==> src/rtl/pc_sequencer.sv <==
// Program-counter sequencer: sequential advance, prioritised redirects, stall with a one-entry redirect buffer.
// Optional PC history ring enabled by defining PC_TRACE_EN.
module pc_sequencer #(
    parameter int               WIDTH        = 32,
    parameter logic [WIDTH-1:0] RESET_VECTOR = '0,
    parameter logic [WIDTH-1:0] EXC_VECTOR   = WIDTH'('h80),
    parameter int unsigned      INC          = 4,
    parameter int               TRACE_DEPTH  = 8
) (
    input  logic                           clk,
    input  logic                           rst,
    input  logic                           stall_i,
    input  logic                           exc_i,
    input  logic                           jump_i,
    input  logic [WIDTH-1:0]               jump_target_i,
    input  logic                           branch_i,
    input  logic [WIDTH-1:0]               branch_target_i,
    output logic [WIDTH-1:0]               pc_o,
    output logic [WIDTH-1:0]               pc_next_o,
    output logic                           pending_o,
    input  logic [$clog2(TRACE_DEPTH)-1:0] trace_idx_i,
    output logic [WIDTH-1:0]               trace_data_o
);

    localparam int IDXW = $clog2(TRACE_DEPTH);

    typedef enum logic [1:0] {RUN, STALL, STALL_PEND} state_t;
    // Encoded so that a numerically larger class has higher priority.
    typedef enum logic [1:0] {CLS_NONE = 2'd0, CLS_BR = 2'd1, CLS_JMP = 2'd2, CLS_EXC = 2'd3} class_t;

    state_t           state_q, state_d;
    class_t           bufClass_q, bufClass_d;
    class_t           reqClass;
    logic [WIDTH-1:0] pc_q, pc_d;
    logic [WIDTH-1:0] bufTarget_q, bufTarget_d;
    logic [WIDTH-1:0] reqTarget;
    logic             pending_q;

    always_comb begin
        reqClass  = CLS_NONE;
        reqTarget = '0;
        if (exc_i) begin
            reqClass  = CLS_EXC;
            reqTarget = EXC_VECTOR;
        end else if (jump_i) begin
            reqClass  = CLS_JMP;
            reqTarget = jump_target_i;
        end else if (branch_i) begin
            reqClass  = CLS_BR;
            reqTarget = branch_target_i;
        end
    end

    always_comb begin
        pc_d        = pc_q;
        state_d     = state_q;
        bufClass_d  = bufClass_q;
        bufTarget_d = bufTarget_q;
        if (stall_i) begin
            // A stalled request only displaces the buffer when it is at least as urgent.
            if (reqClass != CLS_NONE && (state_q != STALL_PEND || reqClass >= bufClass_q)) begin
                state_d     = STALL_PEND;
                bufClass_d  = reqClass;
                bufTarget_d = reqTarget;
            end else if (state_q == RUN) begin
                state_d = STALL;
            end
        end else begin
            state_d    = RUN;
            bufClass_d = CLS_NONE;
            if (state_q == STALL_PEND) begin
                pc_d = exc_i ? EXC_VECTOR : bufTarget_q;
            end else if (reqClass != CLS_NONE) begin
                pc_d = reqTarget;
            end else begin
                pc_d = pc_q + WIDTH'(INC);
            end
        end
    end

    always_ff @(posedge clk) begin
        if (rst) begin
            state_q     <= RUN;
            pc_q        <= RESET_VECTOR;
            bufClass_q  <= CLS_NONE;
            bufTarget_q <= '0;
            pending_q   <= 1'b0;
        end else begin
            state_q     <= state_d;
            pc_q        <= pc_d;
            bufClass_q  <= bufClass_d;
            bufTarget_q <= bufTarget_d;
            pending_q   <= (state_d == STALL_PEND);
        end
    end

    assign pc_o      = pc_q;
    assign pc_next_o = pc_d;
    assign pending_o = pending_q;

`ifdef PC_TRACE_EN
    logic [WIDTH-1:0] trace_q [TRACE_DEPTH];
    logic [IDXW-1:0]  wrPtr_q;
    logic [IDXW-1:0]  rdPtr;

    // The old PC is recorded only when the PC actually moves to a different value.
    always_ff @(posedge clk) begin
        if (rst) begin
            for (int i = 0; i < TRACE_DEPTH; i++) begin
                trace_q[i] <= '0;
            end
            wrPtr_q <= '0;
        end else if (pc_d != pc_q) begin
            trace_q[wrPtr_q] <= pc_q;
            wrPtr_q          <= wrPtr_q + IDXW'(1);
        end
    end

    assign rdPtr        = wrPtr_q - trace_idx_i - IDXW'(1);
    assign trace_data_o = trace_q[rdPtr];
`else
    logic unusedTraceIdx;
    assign unusedTraceIdx = ^trace_idx_i;
    assign trace_data_o   = '0;
`endif

endmodule

==> config.mk <==
export PLATFORM = sky130hd
export DESIGN_NAME = pc_sequencer
export DESIGN_NICKNAME = d
export VERILOG_FILES = /design/src/rtl/pc_sequencer.sv
export SDC_FILE = /design/constraint.sdc
export NUM_CORES = 1
export LEC_CHECK = 0
export CAP_MARGIN = 10
export CORE_ASPECT_RATIO = 0.5
export CORE_MARGIN = 2
export CORE_UTILIZATION = 46
export DETAILED_ROUTE_END_ITERATION = 8
export PLACE_DENSITY = 0.82
export RECOVER_POWER = 100
export SYNTH_ARGS = -nofsm -noshare
export SYNTH_HDL_FRONTEND = slang
export SYNTH_SLANG_ARGS = --single-unit
export TNS_END_PERCENT = 5
==> constraint.sdc <==
create_clock -name clk -period 3 [get_ports clk]
set_input_delay 0.3 -clock clk [delete_from_list [all_inputs] [get_ports clk]]
set_output_delay 0.3 -clock clk [all_outputs]
set_load 0.01 [all_outputs]
==> results of run 1 <==
==> power breakdown <==
part	switching [mW]	total [mW]	internal, mW
sequential	0.0438	1.00	0.960
clock	0.409	1.07	0.660
combinational	0.346	0.670	0.324
==> metrics by stage <==
step | std cells | hold WS, ns
2_1_floorplan | 670 | 0.4268
3_3_place_gp | 920 | 0.4333
3_5_place_dp | 920 | 0.4421
4_1_cts | 938 | 0.4073
5_1_grt | 938 | 0.4056
6_report | 938 | 0.4204
==> path summary, 6_finish.rpt <==
path | start | end | slack [ns] | cells past startpoint
worst max register to register | pc_o[2] | pc_o[14] | 0.90 | 6
worst min-delay path | stall_i | pc_o[15] | 0.42 | 3
worst min register to register | bufTarget_q[14] | bufTarget_q[14] | 0.45 | 2
worst max-delay path | exc_i | pc_next_o[14] | -0.02 | 8
==> state kept, by name, summed over array words and instances, names as in the netlist <==
name,count
bufClass_q,2
bufTarget_q,32
pc_o,32
pending_o,1
state_q,2
==> per-layer routing <==
layer  share of wire, %  vias to the layer above
met1                 42                     2686
li1                   -                     2605
met4                2.3                        0
met3                 11                       56
met2                 45                      378
met5                  0                        -
==> logic make-up after synthesis <==
| group | share of synthesized area, % |
|---|---|
| other cells | 0.07954 |
| fa+ha+maj | 0.7963 |
| simple gates | 30.28 |
| flops | 29.30 |
| xor+xnor | 0.9290 |
| compound gates | 27.71 |
| buf+inv | 10.91 |
==> worst reg2reg max path, cell delays in order, from the launching register on <==
cell and delay (ns):
dfxtp_2 0.39, ha_2 0.25, and3_1 0.25, nand3_1 0.20, o311ai_0 0.49, o311ai_2 0.22, nor2b_1 0.19
==> cells in the final DEF (no fill, tap or decap), drive strengths merged, types with 16 or more instances in the layout <==
cell type and instances:
clkdlybuf4s50 90, o21ai 17, nand2 86, conb 32, a21oi 79, dfxtp 69, buf 60, dlygate4sd3 33
nor3 18, nand3 31, nor2 33, nor2b 16
==> cell type report <==
cell class | instances | area share, %
Multi-Input combinational cell | 505 | 44.48
Inverter | 13 | 0.7160
Timing Repair Buffer | 195 | 27.39
Clock inverter | 5 | 0.7343
Clock buffer | 11 | 3.562
Sequential cell | 69 | 20.54
Tap cell | 140 | 2.570
==> timing repair <==
action	in CTS	in global routing
endpoints found under the setup margin	17	24
setup buffers	2	0
hold buffers	0	0
gates resized for setup	15	29
pin swaps	3	2
==> metrics.md, run 1 <==
| Metric | Value |
|---|---|
| Power Density | `roughly 400 nW/um2` |
| Grt met2 use | `52.08%` |
| Die height | `between 70 and 80 um` |
| Worst vdd ir | `~300 uV` |
| YS warnings | `0` |
| Hold Violations, Final | `0` |
| ANT nets after route | `0` |
| Dominant synthesized flop cell | `dfxtp_1` |
| Yosys reg bits | `69` |
| Grt peak-use layer | `met2` |
| Clock sink total | `69` |
| Clk_lat worst skew | `approximately 0.34 ns` |
| H-Tree Depth | `3` |
| Final instance area | `6815 um2` |
| Max cap viols | `0` |
| Core area | `just over 10,000 um2` |
| Skew final | `roughly 0.0046 ns` |
| WP data required | `between 2 and 3 ns` |
| Worst-Margin Slew | `~0.99 ns` |
| Top post-synthesis cells by count | `nand2_1, a21oi_1, dfxtp_1` |
| Initial Utilization | `a little under half` |
| FMAX | `between 300 and 400 MHz` |
| EDFF count, synth | `0` |
| Share of the synthesized area in the top cell type | `29.30%` |
| Crit Path Class | `in2out` |
| Crit path arrival time | `between 2 and 3 ns` |
| CTS tree | `built` |
| Met3 GRT Util | `under 10%` |
| Area growth from synthesis to layout | `44.56%` |
| Tot GR Track Use | `between 30% and 40%` |
| Top post-synthesis cells by area | `dfxtp_1, a21oi_1, nand2_1, buf_4, nand3_1` |
| Die Span X | `approximately 150 um` |
| GR Overflow Total | `0` |
| Cells after synthesis | `approximately 640` |
| DR WL/cell | `18.58 um` |
| Port Buffers | `134` |
| Syn Area/Cell | `7.378 um2` |
| Diodes inserted | `0` |
| Synth unique cells | `61` |
| DPL Wire Length | `around 12,000 um` |
| DP Worst Slack | `-0.07122 ns` |
| Hold crit path type | `in2reg` |
| CTS root buffer | `clkbuf_16` |
| Relative slew slack | `approximately a third` |
| Lkg Pwr | `about 2.7 nW` |
| Rows | `26` |
| DR iter-0 viols | `between 500 and 600` |
| Most common cell in the netlist | `nand2_1` |
| First-pass GRT wire length | `around 27,000 um` |
| Seq/Total Area, Yosys | `29.30%` |
| Global-route track usage on met1 | `about two fifths` |
| Final worst slack | `-0.02264 ns` |
| GPL Wtd Cong | `between 0.9 and 1` |
| Critical path's largest stage delay | `~0.53 ns` |
| Residual DRC | `0` |
| Crit path max fanout | `16` |
| IO Pins | `between 150 and 200` |
| Mapped cell area | `around 4700 um2` |
| Vias in the first global route | `around 5,200` |
| # setup viols final | `2` |
| Post-DP Area | `roughly 6400 um2` |
| Startpoint type of the worst setup path | `input pin` |
| Multi-input gate area | `3032 um2` |
| Cells along the critical path | `clkdlybuf4s50_1 > buf_4 > buf_4 > inv_1 > and3_1 > o21ai_0 > o311ai_2 > clkdlybuf4s50_1` |
| Num CTS Buffers | `9` |
| Final WL | `~17,000 um` |
| Total Power | `2.743 mW` |
| Buffers and inverters on the worst path | `5` |
| CP top delay family | `buffers and inverters` |
| Die ar. | `roughly 11,000 um2` |
| Status | `finished, violations left` |
| Final Max Slew Viols | `0` |
| Worst-path clk slew | `about 0.050 ns` |
| Vias per cell | `6.103` |
| Layout cells sized above 1 | `between 10% and 20%` |
| RSZ-0062 raised after global routing | `yes` |
| Tcrit/Tclk final | `100.8%` |
| Worst path slowest cell | `clkdlybuf4s50_1` |
| Fin nets | `about 870` |
| Crit end category | `output port` |
| Setup TNS Final | `-0.03983 ns` |
| Initial antenna violation count | `0` |
| Largest net degree at the start of global routing | `43` |
| Max clock buf depth | `2` |
| Sequential cell area | `about 1400 um2` |
| Fillcell total | `around 820` |
| Fin util | `67.58%` |
| Via count | `5,725` |
| Violated checks | `negative setup slack` |
| Yosys top cell by area | `dfxtp_1` |
| Async S/R FF share, synth | `0%` |
| Min cycle time layout | `between 3 and 4 ns` |
| 1st-pass router iterations | `6` |
No activity file was read; power rests on OpenSTA's default activity.
==> run 2: changes to the inputs <==
- HOLD_SLACK_MARGIN: not set -> 0.1
==> results of run 2 <==
Same layout as run 1: the final DEF is identical, and so are final timing and power.
